[src/rtl/bus_timer_pkg.sv]
// Shared constants for the memory-mapped bus timer: register offsets,
// TCON bit positions, reset values and the timer state type.
package bus_timer_pkg;

  localparam logic [31:0] OFF_TH   = 32'h0000_0000;
  localparam logic [31:0] OFF_TL   = 32'h0000_0004;
  localparam logic [31:0] OFF_TCON = 32'h0000_0008;
  localparam logic [31:0] OFF_PRE  = 32'h0000_000C;

  localparam int TCON_EN = 0;
  localparam int TCON_IE = 1;
  localparam int TCON_IF = 2;
  localparam int TCON_OS = 3;

  localparam logic [31:0] TH_RST   = 32'h0000_0000;
  localparam logic [31:0] TL_RST   = 32'h0000_0000;
  localparam logic [3:0]  TCON_RST = 4'h0;
  localparam logic [7:0]  PRE_RST  = 8'h00;

  localparam logic [31:0] TL_MAX = 32'hFFFF_FFFF;

  typedef enum logic {
    ST_IDLE = 1'b0,
    ST_RUN  = 1'b1
  } state_e;

  typedef enum logic [2:0] {
    SEL_NONE = 3'd0,
    SEL_TH   = 3'd1,
    SEL_TL   = 3'd2,
    SEL_TCON = 3'd3,
    SEL_PRE  = 3'd4
  } sel_e;

  // Full 32-bit compare; anything outside the four word slots is not ours.
  function automatic sel_e decode_reg(input logic [31:0] addr, input logic [31:0] base);
    sel_e sel;
    sel = SEL_NONE;
    if (addr == base + OFF_TH)        sel = SEL_TH;
    else if (addr == base + OFF_TL)   sel = SEL_TL;
    else if (addr == base + OFF_TCON) sel = SEL_TCON;
    else if (addr == base + OFF_PRE)  sel = SEL_PRE;
    return sel;
  endfunction

endpackage

[src/rtl/bus_timer_if.sv]
// CPU-side register bus seen by the timer; rdata is OR-combined with other
// responders so it must be zero whenever the timer is not selected for a read.
interface bus_timer_if;
  logic        rd;
  logic        wr;
  logic [31:0] addr;
  logic [31:0] wdata;
  logic [31:0] rdata;
  logic        irqout;

  modport master (output rd, output wr, output addr, output wdata,
                  input rdata, input irqout);
  modport slave  (input rd, input wr, input addr, input wdata,
                  output rdata, output irqout);
endinterface

[src/rtl/bus_timer_prescaler.sv]
// Tick generator: one tick every PRE+1 clocks while running.
// Only present when BUS_TIMER_PRESCALE_EN is defined.
`ifdef BUS_TIMER_PRESCALE_EN
module bus_timer_prescaler
  import bus_timer_pkg::*;
(
  input  logic       clk,
  input  logic       reset,
  input  logic       i_run,
  input  logic       i_pre_wr,
  input  logic [7:0] i_pre,
  output logic       o_tick
);

  logic [7:0] r_cnt;

  assign o_tick = i_run && (r_cnt == i_pre);

  // Restart the divide sequence whenever the timer stops or PRE changes.
  always_ff @(posedge clk or negedge reset) begin
    if (!reset) begin
      r_cnt <= PRE_RST;
    end else if (i_pre_wr || !i_run || o_tick) begin
      r_cnt <= 8'h00;
    end else begin
      r_cnt <= r_cnt + 8'd1;
    end
  end

endmodule
`endif

[src/rtl/bus_timer.sv]
// Memory-mapped up-counting timer with reload, one-shot mode and a level IRQ.
// Define BUS_TIMER_PRESCALE_EN to add the PRE register and tick prescaler.
module bus_timer
  import bus_timer_pkg::*;
#(
  parameter logic [31:0] BASE = 32'h4000_0020
) (
  input  logic       clk,
  input  logic       reset,
  bus_timer_if.slave bus
);

  sel_e        w_sel;
  logic        w_wr_th;
  logic        w_wr_tl;
  logic        w_wr_tcon;
  logic        w_run;
  logic        w_tick;
  logic        w_ovf;
  logic [31:0] w_tcon;
  state_e      r_state;
  state_e      w_state_nxt;
  logic [31:0] r_th;
  logic [31:0] r_tl;
  logic        r_ie;
  logic        r_if;
  logic        r_os;
  logic        r_irq;

  assign w_sel     = decode_reg(bus.addr, BASE);
  assign w_wr_th   = bus.wr && (w_sel == SEL_TH);
  assign w_wr_tl   = bus.wr && (w_sel == SEL_TL);
  assign w_wr_tcon = bus.wr && (w_sel == SEL_TCON);
  assign w_run     = (r_state == ST_RUN);
  assign w_ovf     = w_tick && (r_tl == TL_MAX);

`ifdef BUS_TIMER_PRESCALE_EN
  logic [7:0] r_pre;
  logic       w_wr_pre;

  assign w_wr_pre = bus.wr && (w_sel == SEL_PRE);

  always_ff @(posedge clk or negedge reset) begin
    if (!reset) begin
      r_pre <= PRE_RST;
    end else if (w_wr_pre) begin
      r_pre <= bus.wdata[7:0];
    end
  end

  bus_timer_prescaler u_prescaler (
    .clk      (clk),
    .reset    (reset),
    .i_run    (w_run),
    .i_pre_wr (w_wr_pre),
    .i_pre    (r_pre),
    .o_tick   (w_tick)
  );
`else
  assign w_tick = w_run;
`endif

  // The state register doubles as TCON.EN.
  always_ff @(posedge clk or negedge reset) begin
    if (!reset) begin
      r_state <= ST_IDLE;
    end else begin
      r_state <= w_state_nxt;
    end
  end

  // A software TCON write decides EN outright, even against a one-shot stop.
  always_comb begin
    w_state_nxt = r_state;
    case (r_state)
      ST_IDLE: begin
        if (w_wr_tcon && bus.wdata[TCON_EN]) w_state_nxt = ST_RUN;
      end
      ST_RUN: begin
        if (w_wr_tcon) begin
          w_state_nxt = bus.wdata[TCON_EN] ? ST_RUN : ST_IDLE;
        end else if (w_ovf && r_os) begin
          w_state_nxt = ST_IDLE;
        end
      end
      default: w_state_nxt = ST_IDLE;
    endcase
  end

  always_ff @(posedge clk or negedge reset) begin
    if (!reset) begin
      r_th  <= TH_RST;
      r_tl  <= TL_RST;
      r_ie  <= TCON_RST[TCON_IE];
      r_if  <= TCON_RST[TCON_IF];
      r_os  <= TCON_RST[TCON_OS];
      r_irq <= 1'b0;
    end else begin
      if (w_wr_th) r_th <= bus.wdata;

      if (w_wr_tl) begin
        r_tl <= bus.wdata;
      end else if (w_tick) begin
        r_tl <= w_ovf ? r_th : r_tl + 32'd1;
      end

      if (w_wr_tcon) begin
        r_ie <= bus.wdata[TCON_IE];
        r_os <= bus.wdata[TCON_OS];
      end

      // Hardware set beats a software clear so no interrupt is dropped.
      if (w_ovf) begin
        r_if <= 1'b1;
      end else if (w_wr_tcon && !bus.wdata[TCON_IF]) begin
        r_if <= 1'b0;
      end

      r_irq <= r_ie & r_if;
    end
  end

  always_comb begin
    w_tcon          = 32'h0;
    w_tcon[TCON_EN] = w_run;
    w_tcon[TCON_IE] = r_ie;
    w_tcon[TCON_IF] = r_if;
    w_tcon[TCON_OS] = r_os;
  end

  always_comb begin
    bus.rdata = 32'h0;
    if (bus.rd) begin
      case (w_sel)
        SEL_TH:   bus.rdata = r_th;
        SEL_TL:   bus.rdata = r_tl;
        SEL_TCON: bus.rdata = w_tcon;
`ifdef BUS_TIMER_PRESCALE_EN
        SEL_PRE:  bus.rdata = {24'h0, r_pre};
`else
        SEL_PRE:  bus.rdata = 32'h0;
`endif
        default:  bus.rdata = 32'h0;
      endcase
    end
  end

  assign bus.irqout = r_irq;

endmodule
[src/flat_wrapper.sv]
// flat-port wrapper written by rule: the top's interface ports become plain ports
module bus_timer_flat import bus_timer_pkg::*;
#(
  parameter logic [31:0] BASE = 32'h4000_0020
)
  (clk, reset, bus_rd, bus_wr, bus_addr, bus_wdata, bus_rdata, bus_irqout);
  bus_timer_if bus_i ();
  input  logic clk;
  input  logic reset;
  input wire logic [$bits(bus_i.rd)-1:0] bus_rd;
  input wire logic [$bits(bus_i.wr)-1:0] bus_wr;
  input wire logic [$bits(bus_i.addr)-1:0] bus_addr;
  input wire logic [$bits(bus_i.wdata)-1:0] bus_wdata;
  output wire logic [$bits(bus_i.rdata)-1:0] bus_rdata;
  output wire logic [$bits(bus_i.irqout)-1:0] bus_irqout;
  assign bus_i.rd = bus_rd;
  assign bus_i.wr = bus_wr;
  assign bus_i.addr = bus_addr;
  assign bus_i.wdata = bus_wdata;
  assign bus_rdata = bus_i.rdata;
  assign bus_irqout = bus_i.irqout;
  bus_timer #(.BASE(BASE)) u_core (.clk(clk), .reset(reset), .bus(bus_i));
endmodule
[config.mk]
export PLATFORM = sky130hd
export DESIGN_NAME = bus_timer_flat
export DESIGN_NICKNAME = d
export VERILOG_FILES = /design/src/rtl/bus_timer_pkg.sv /design/src/rtl/bus_timer_if.sv /design/src/rtl/bus_timer_prescaler.sv /design/src/rtl/bus_timer.sv /design/src/flat_wrapper.sv
export SDC_FILE = /design/constraint.sdc
export NUM_CORES = 1
export LEC_CHECK = 0
export BUFFER_PORTS_ARGS = -buffer_cell sky130_fd_sc_hd__clkbuf_2
export CORE_MARGIN = 8
export CORE_UTILIZATION = 50
export DETAILED_ROUTE_END_ITERATION = 6
export GPL_TIMING_DRIVEN = 0
export PLACE_DENSITY = 0.75
export SYNTH_ARGS = -nofsm -noshare
export SYNTH_HDL_FRONTEND = slang
export SYNTH_SLANG_ARGS = --single-unit
[constraint.sdc]
create_clock -name clk -period 3.25 [get_ports clk]
set_input_delay 0.1625 -clock clk [delete_from_list [all_inputs] [get_ports clk]]
set_output_delay 0.1625 -clock clk [all_outputs]
set_load 0.03 [all_outputs]
# After elaboration in Yosys (flattened, before gate mapping)
# Index checks and enable logic that the tools add are counted.
# totals
out_inout_bits	33
input_bits	68
reg_bits	69
word_cells	44
# op_classes
addsub	1
n_eq_ne	8
bitwise	2
reduce_logical	10
muxes	16
# op_table
cell	count
32-bit by 31-bit equality test with 1-bit output (second input constant)	4
32-bit two-way mux	4
32-bit case mux with 3 select lines	1
32-bit by 1-bit adder with 32-bit output (second input constant)	1
32-bit equality test (second input constant)	1
3-bit two-way mux	4
1-bit logical AND	7
3-bit by 2-bit equality test with 1-bit output (second input constant)	2
1-bit two-way mux	6
2-bit nonzero test	2
3-bit by 1-bit equality test with 1-bit output (second input constant)	1
1-bit case mux with 2 select lines	1
1-bit AND	1
1-bit logical NOT	1
1-bit NOT	1

# Logic depth before layout (Yosys ltp)
# Gate-level depths: netlist of run 1.
# depth
ltp_word	10
depth_mapped	9
ltp_nobuf	7

# Worst setup path before layout of run 1
# Ideal clock, no wire load.
# synth_path
path_type	in2out
start	in bus_addr[7]
end	out bus_rdata[21]
path_buffers	2
slack_ns	0.974
arrival_time_ns	2.113
path_stages	7
cell_sequence	nor4b_1 nand4_1 nor4_1 clkbuf_1 buf_1 a22oi_1 nor2_1
# synth_between
elab_chain_len	8
word_cells_on_any_way	13
cone_classes	7 x eq/ne; 6 x mux
# synth_rtl
item	line	rtl
from (decl)	flat_wrapper.sv:12	input wire logic [$bits(bus_i.addr)-1:0] bus_addr;
32-bit by 31-bit equality test with 1-bit output	bus_timer_pkg.sv:42	else if (addr == base + OFF_PRE) sel = SEL_PRE;
3-bit two-way mux	bus_timer_pkg.sv:42	
3-bit two-way mux	bus_timer_pkg.sv:41	else if (addr == base + OFF_TCON) sel = SEL_TCON;
3-bit two-way mux	bus_timer_pkg.sv:40	else if (addr == base + OFF_TL) sel = SEL_TL;
3-bit two-way mux *	bus_timer_pkg.sv:39	if (addr == base + OFF_TH) sel = SEL_TH;
3-bit by 2-bit equality test with 1-bit output / 3-bit by 1-bit equality test with 1-bit output (equally long branches)	bus_timer.sv:134	case (w_sel)
32-bit case mux with 3 select lines *	bus_timer.sv:134	
32-bit two-way mux *	bus_timer.sv:133	if (bus.rd) begin
to (decl)	flat_wrapper.sv:14	output wire logic [$bits(bus_i.rdata)-1:0] bus_rdata;
# Mark *: on every way between the ends. The rest lies on a longest branch, timed or not.

# Worst setup path in the final report of run 1
# layout_path
start	in bus_addr[7]
end	out bus_rdata[19]
# The elaborated chain is that of the path after synthesis.

==> impl_metrics.ini, run 1 <==
[power_and_ir_drop]
power.density_nw_per_um2 = 326
sequentialPowerShare = 0.521
power_mw = 1.65
leakage_nw = 2.19
p_comb_frac = 0.048
switching_share = 0.217
max-vdd-ir-drop_mv = 0.176
switchingPower_uw = 358
clockPowerShare = 0.431
p_int_mw = 1.29

[synth]
synthTopCellsByArea = dfrtp_1 41%, mux2_2 9.4%, nor2_1 5.2%
yosysSeqAreaShare = 0.410
synth_top_cell_area_share = 0.410
synth_top_cell_by_area = dfrtp_1
synthCells = 467
yosys_warnings = 0
ys_ff_latch = 69
ys_types = 51
synth_nets = 536
synth_edf_count = 0
avgSynthCellArea_sq_um = 9.02
ys.flop_type = dfrtp_1
synthesis.area_sq_um = 4210
async_reset_ff_frac = 1.00

[timing]
finClkSkew_ns = 0.00691
layout_setup_ws_ns = 0.339
setup_viol = 0
hold_violations = 0
finalSetupTns_ns = 0
rsz0062_at_grt = false
maxSlewViolCount = 0
slew-limit-headroom = 0.252
fin_crit_ns = 2.91
tightest_slew_ns = 1.11
period_share = 0.896
fmax_ghz = 0.344

[die]
start_util = 0.515
core_region_area_sq_um = 8180
dieArea_sq_um = 11600
boundaryPins = 101
chipWidth_um = 108
fp.dieH_um = 108
num_rows = 33

[status]
violations = DRC
outcome = complete, but fails checks

[global_route]
antenna_found_initial = 0
grt_pass1_wl_um = 21600
grt_pass1_vias = 4285
grt_busiest_layer = met2
met1_usage = 0.294
grt_max_degree = 39
grt_overflow_total = 0
grtUsageMet3 = 0.0539
grt_usage = 0.231
grt_util_met2 = 0.378

[clock_tree]
h-tree-depth = 3
clk_latency_ns = 0.34
root_buffer = clkbuf_8
cts_sinks = 69
cts_setup_buffers = 0
cts_made_buffers = 9
clockBufferDepth = 2
cts_tree = done
clkTransAtPathRegs_ns = 0.07

[placement]
dp_slack_ns = 0.325
dpl.hpwl_um = 9390
portBuffers = 98
place_area_sq_um = 4860
gp_congestion = 0.852

[finish]
finalInstanceArea_sq_um = 5060
drive_gt1_frac = 0.282
nets = 647
fin_util = 0.619
n_antenna_cell = 0
syn2layout_area_growth_pct = 20.1

[worst_setup_path]
cp_max_fo = 10
r2r_cells = 8
crit_type = in -> out
critPathArrivalTime_ns = 2.75
regToRegSetupSlack_ns = 0.46
worstSetupEndpointType = output port
r2r-end = u_core.r_tl[17]
worstReg2RegStart = u_core.r_tl[1]
start_kind = input port
worstPathRequired_ns = 3.09

[hold_path]
holdCritStartpoint = bus_wdata[21]
hold_depth = 2
hold_end = u_core.r_tl[21]
hold_path.class = in -> reg

[route]
route.detailed.drc = 2
drt-pass1-iter-count = 7
routed_wl_um = 13000
ant_nets = 0
first_iter_violations = 334
post_drt_wl_per_cell_um = 18.9
viasPerCell = 6.14
vias = 4221

[run]
max-cap-violations = 0
cell type report:
| class | instances | area (sq um) |
|---|---|---|
| timing repair buffer | 100 | 523 |
| sequential | 69 | 1730 |
| buffer | 32 | 148 |
| clock buffer | 14 | 163 |
| clock inverter | 1 | 30.0 |
| inverter | 6 | 22.5 |
| multi-input combinational | 360 | 2310 |
| tap | 105 | 131 |
| fill | 748 | 3120 |
worst max-delay path, cell delays in order:
cell and delay [ns]:
clkbuf_2 0.08, nor4b_1 0.31, nand4_1 0.23, nor4_2 0.95, clkbuf_1 0.49, a22oi_1 0.17, nor2_1 0.13, clkbuf_2 0.22
cell usage after synthesis, types with 2 or more instances:
cell      number
o211ai_1       7
nand3_1       15
clkbuf_1      19
nand2b_1       6
inv_1          6
and4_1         7
a31oi_1       10
a22oi_1       28
or3_1          2
nand2_1       45
xor2_1         3
nor4_1         7
nor4b_1        2
mux2i_1        8
buf_2          7
nor2_1        58
buf_6          2
a21o_1         4
nor3_1         8
and3_1         9
nand4_1       13
o21ai_0       19
mux2_2        35
a21oi_1       23
o31ai_1        8
a31o_2         3
o22ai_1        4
a21boi_0       2
a211oi_1       5
xnor2_1        5
dfrtp_1       69
or4_1          2
buf_1          3
and2_1         6
flip-flops by register name (all words and copies together), names as in the netlist:
| register | count |
|---|---|
| u_core.bus.irqout | 1 |
| u_core.r_ie | 1 |
| u_core.r_if | 1 |
| u_core.r_os | 1 |
| u_core.r_state | 1 |
| u_core.r_th | 32 |
| u_core.r_tl | 32 |
what timing repair did:
action	CTS	global route
hold buffers	1	0
resized for setup	0	0
endpoints found under the hold margin	31	0
setup endpoints to repair	0	0
power groups by stage:
stage | clock [mW] | sequential [mW] | combinational, mW
2_1_floorplan | 0 | 0.875 | 0.0114
3_3_place_gp | 0 | 0.875 | 0.0742
3_5_place_dp | 0 | 0.875 | 0.0794
4_1_cts | 0.719 | 0.858 | 0.0809
5_1_grt | 0.759 | 0.858 | 0.0898
6_report | 0.709 | 0.858 | 0.0796
cells by family after synthesis:
family / count (synthesis) / share of synthesized area
buffers and inverters: 38 / 0.0404
adder cells (fa/ha/maj): 1 / 0.00297
multiplexers: 44 / 0.116
XOR/XNOR: 8 / 0.0166
flip-flops: 69 / 0.410
AO/OA/AOI/OAI: 121 / 0.190
AND/OR/NAND/NOR: 186 / 0.224
layout by cell type (no fill, tap or decap), drive strengths merged, types with 3 or more instances in the layout:
master  instances
clkbuf        131
dfrtp          69
nor2           58
nand2          45
mux2           36
a22oi          28
a21oi          23
o21ai          20
nand3          15
nand4          14
buf            14
a31oi          10
and3            9
o31ai           9
nor4            9
mux2i           8
nor3            8
and4            7
o211ai          7
inv             6
and2            6
nand2b          6
a211oi          5
xnor2           5
a21o            4
o22ai           4
a31o            3
xor2            3
per-layer routing:
layer / part of all wire / wire length, um
met1: 0.42 / 5450
met2: 0.47 / 6100
met3: 0.092 / 1190
met4: 0.018 / 231
met5: 0 / 0
through the flow:
| step | hold WS (ns) | instances |
|---|---|---|
| floorplan | -0.133 | 467 |
| global placement | 0.379 | 670 |
| detailed placement | 0.168 | 671 |
| CTS | 0.0210 | 687 |
| global route | 0.0332 | 687 |
| finish | 0.0325 | 687 |
worst max path at each step:
stage / startpoint / endpoint / slack (ns) / depth (start not counted)
floorplan: bus_addr[7] / bus_rdata[21] / 0.97 / 7
global placement: bus_addr[7] / bus_rdata[19] / 0.40 / 8
detailed placement: bus_addr[7] / bus_rdata[19] / 0.33 / 8
CTS: bus_addr[7] / bus_rdata[19] / 0.33 / 8
global route: bus_addr[7] / bus_rdata[27] / 0.12 / 9
finish: bus_addr[7] / bus_rdata[19] / 0.34 / 8
Note: power is estimated with default switching activity, not from simulation.
==> inputs of run 2 (changes only) <==
--- a/config.mk
+++ b/config.mk
@@ -6,11 +6,13 @@
 export NUM_CORES = 1
 export LEC_CHECK = 0
 export BUFFER_PORTS_ARGS = -buffer_cell sky130_fd_sc_hd__clkbuf_2
+export CELL_PAD_IN_SITES_DETAIL_PLACEMENT = 1
+export CELL_PAD_IN_SITES_GLOBAL_PLACEMENT = 1
 export CORE_MARGIN = 8
-export CORE_UTILIZATION = 50
+export CORE_UTILIZATION = 40
 export DETAILED_ROUTE_END_ITERATION = 6
 export GPL_TIMING_DRIVEN = 0
-export PLACE_DENSITY = 0.75
+export PLACE_DENSITY_LB_ADDON = 0.1
 export SYNTH_ARGS = -nofsm -noshare
 export SYNTH_HDL_FRONTEND = slang
 export SYNTH_SLANG_ARGS = --single-unit
==> run 2 against run 1 <==
Against the previous run: the run now ends clean; core utilization fell by 13 points; setup slack improved by 0.076 ns; via count rose by 1.1%; wire length rose by 17%; largest power group unchanged.
==> impl_metrics.ini, run 2 (synthesized netlist as in run 1, its figures left out) <==
[finish]
drive_gt1_frac = 0.284
n_antenna_cell = 0
finalInstanceArea_sq_um = 5070
syn2layout_area_growth_pct = 20.5
nets = 647
top_regs = u_core.r_th: 32 flops, u_core.r_tl: 32 flops
final_common_cell = clkbuf_2
layout_common_cells = 98 x clkbuf_2, 69 x dfrtp_1, 58 x nor2_1, 45 x nand2_1, 35 x mux2_2

[worst_setup_path]
critPathArrivalTime_ns = 2.67
worstReg2RegStart = u_core.r_tl[0]
worstPathRequired_ns = 3.09
start_kind = input port
r2r_cells = 8
crit_type = in -> out
r2r-end = u_core.r_tl[17]
cp_max_fo = 10
worstSetupEndpointType = output port
regToRegSetupSlack_ns = 0.47

[route]
drt-pass1-iter-count = 5
route.detailed.drc = 0
ant_nets = 0
first_iter_violations = 233
routed_wl_um = 15100
vias = 4267
post_drt_wl_per_cell_um = 21.1
viasPerCell = 5.94

[timing]
finalSetupTns_ns = 0
period_share = 0.872
fmax_ghz = 0.353
tightest_slew_ns = 0.896
rsz0062_at_grt = false
maxSlewViolCount = 0
fin_crit_ns = 2.83
hold_violations = 0
finClkSkew_ns = 0.0107
setup_viol = 0
slew-limit-headroom = 0.398

[hold_path]
hold_end = u_core.r_tl[16]
hold_depth = 2
hold_path.class = in -> reg
holdCritStartpoint = bus_wdata[16]

[global_route]
grt_pass1_vias = 4447
grt_max_degree = 41
grt_pass1_wl_um = 24700
antenna_found_initial = 0
grt_overflow_total = 0
grt_usage = 0.219

[clock_tree]
root_buffer = clkbuf_8
cts_sinks = 69
cts_setup_buffers = 0
clkTransAtPathRegs_ns = 0.08
h-tree-depth = 3
cts_tree = done
cts_made_buffers = 9
clockBufferDepth = 2
clk_latency_ns = 0.37

[placement]
place_area_sq_um = 4890
gp_congestion = 0.840
dpl.hpwl_um = 10800
portBuffers = 98

[power_and_ir_drop]
leakage_nw = 2.19
power.density_nw_per_um2 = 308
max-vdd-ir-drop_mv = 0.207

[run]
max-cap-violations = 0

[die]
chipWidth_um = 119
boundaryPins = 101
num_rows = 37
fp.dieH_um = 119
core_region_area_sq_um = 10300
dieArea_sq_um = 14100
start_util = 0.410

[status]
outcome = finished clean
-- run 2: changes by cell type in the layout (fill, tap and decap cells not counted) --
cell	delta
nor4_2	-1
clkbuf_8	-1
nor4_4	+1
bufinv_16	-1
clkinv_2	+2
clkbuf_2	+1
clkbuf_1	-1
-- run 2: worst max-delay path: stages --
cell and delay [ns]:
clkbuf_2 0.08, nor4b_1 0.29, nand4_1 0.25, nor4_1 0.43
clkbuf_2 0.38, buf_1 0.51, a22oi_1 0.18, nor2_1 0.16
clkbuf_2 0.23
-- run 2: where the power goes --
group | total [mW] | internal, mW | switching (mW)
registers | 0.858 | 0.858 | 0.00000372
logic | 0.0808 | 0.0370 | 0.0438
clock network | 0.622 | 0.292 | 0.329
total | 1.56 | 1.19 | 0.373
-- run 2: repair_timing --
action	CTS	global route
hold endpoints to repair	29	0
hold buffers	1	0
endpoints found under the setup margin	0	4
gates resized for setup	0	3
-- run 2: through the flow --
step	worst slack [ns]	util	hold slack, ns	cells	power, mW
finish	0.416	0.494	0.00702	718	1.56
global route	0.124	0.494	0.0107	718	1.62
CTS	0.187	0.493	0.00128	718	1.57
detailed placement	0.183	0.476	0.169	702	0.956
global placement	0.301	0.474	0.380	701	0.950
floorplan	0.974	-	-0.133	467	0.886
-- run 2: worst max path at each step --
stage | startpoint | end | slack [ns] | cells past startpoint
after floorplan | bus_addr[7] | bus_rdata[21] | 0.97 | 7
after global placement | bus_addr[7] | bus_rdata[27] | 0.30 | 8
after detailed placement | bus_addr[15] | bus_rdata[18] | 0.18 | 8
after CTS | bus_addr[15] | bus_rdata[18] | 0.19 | 8
after global routing | bus_addr[7] | bus_rdata[18] | 0.12 | 9
final | bus_addr[7] | bus_rdata[30] | 0.42 | 9
-- run 2: final cells by class --
type                       count  area [sq um]
clock inverter                 2          10.0
buffer                        32           149
fill                        1295          5200
tap                          136           170
clock buffer                  13           149
sequential                    69          1730
timing repair buffer         100           523
multi-input combinational    360          2320
inverter                       6          22.5
-- run 2: per-layer routing --
metal  share of wire  GRT usage  wire [um]  vias up
met5               0          0          0        -
met4           0.011     0.0593        163        0
met3           0.059     0.0519        895       17
met2            0.48      0.359       7210      153
met1            0.45      0.282       6870     2141
li1                -          -          -     1956
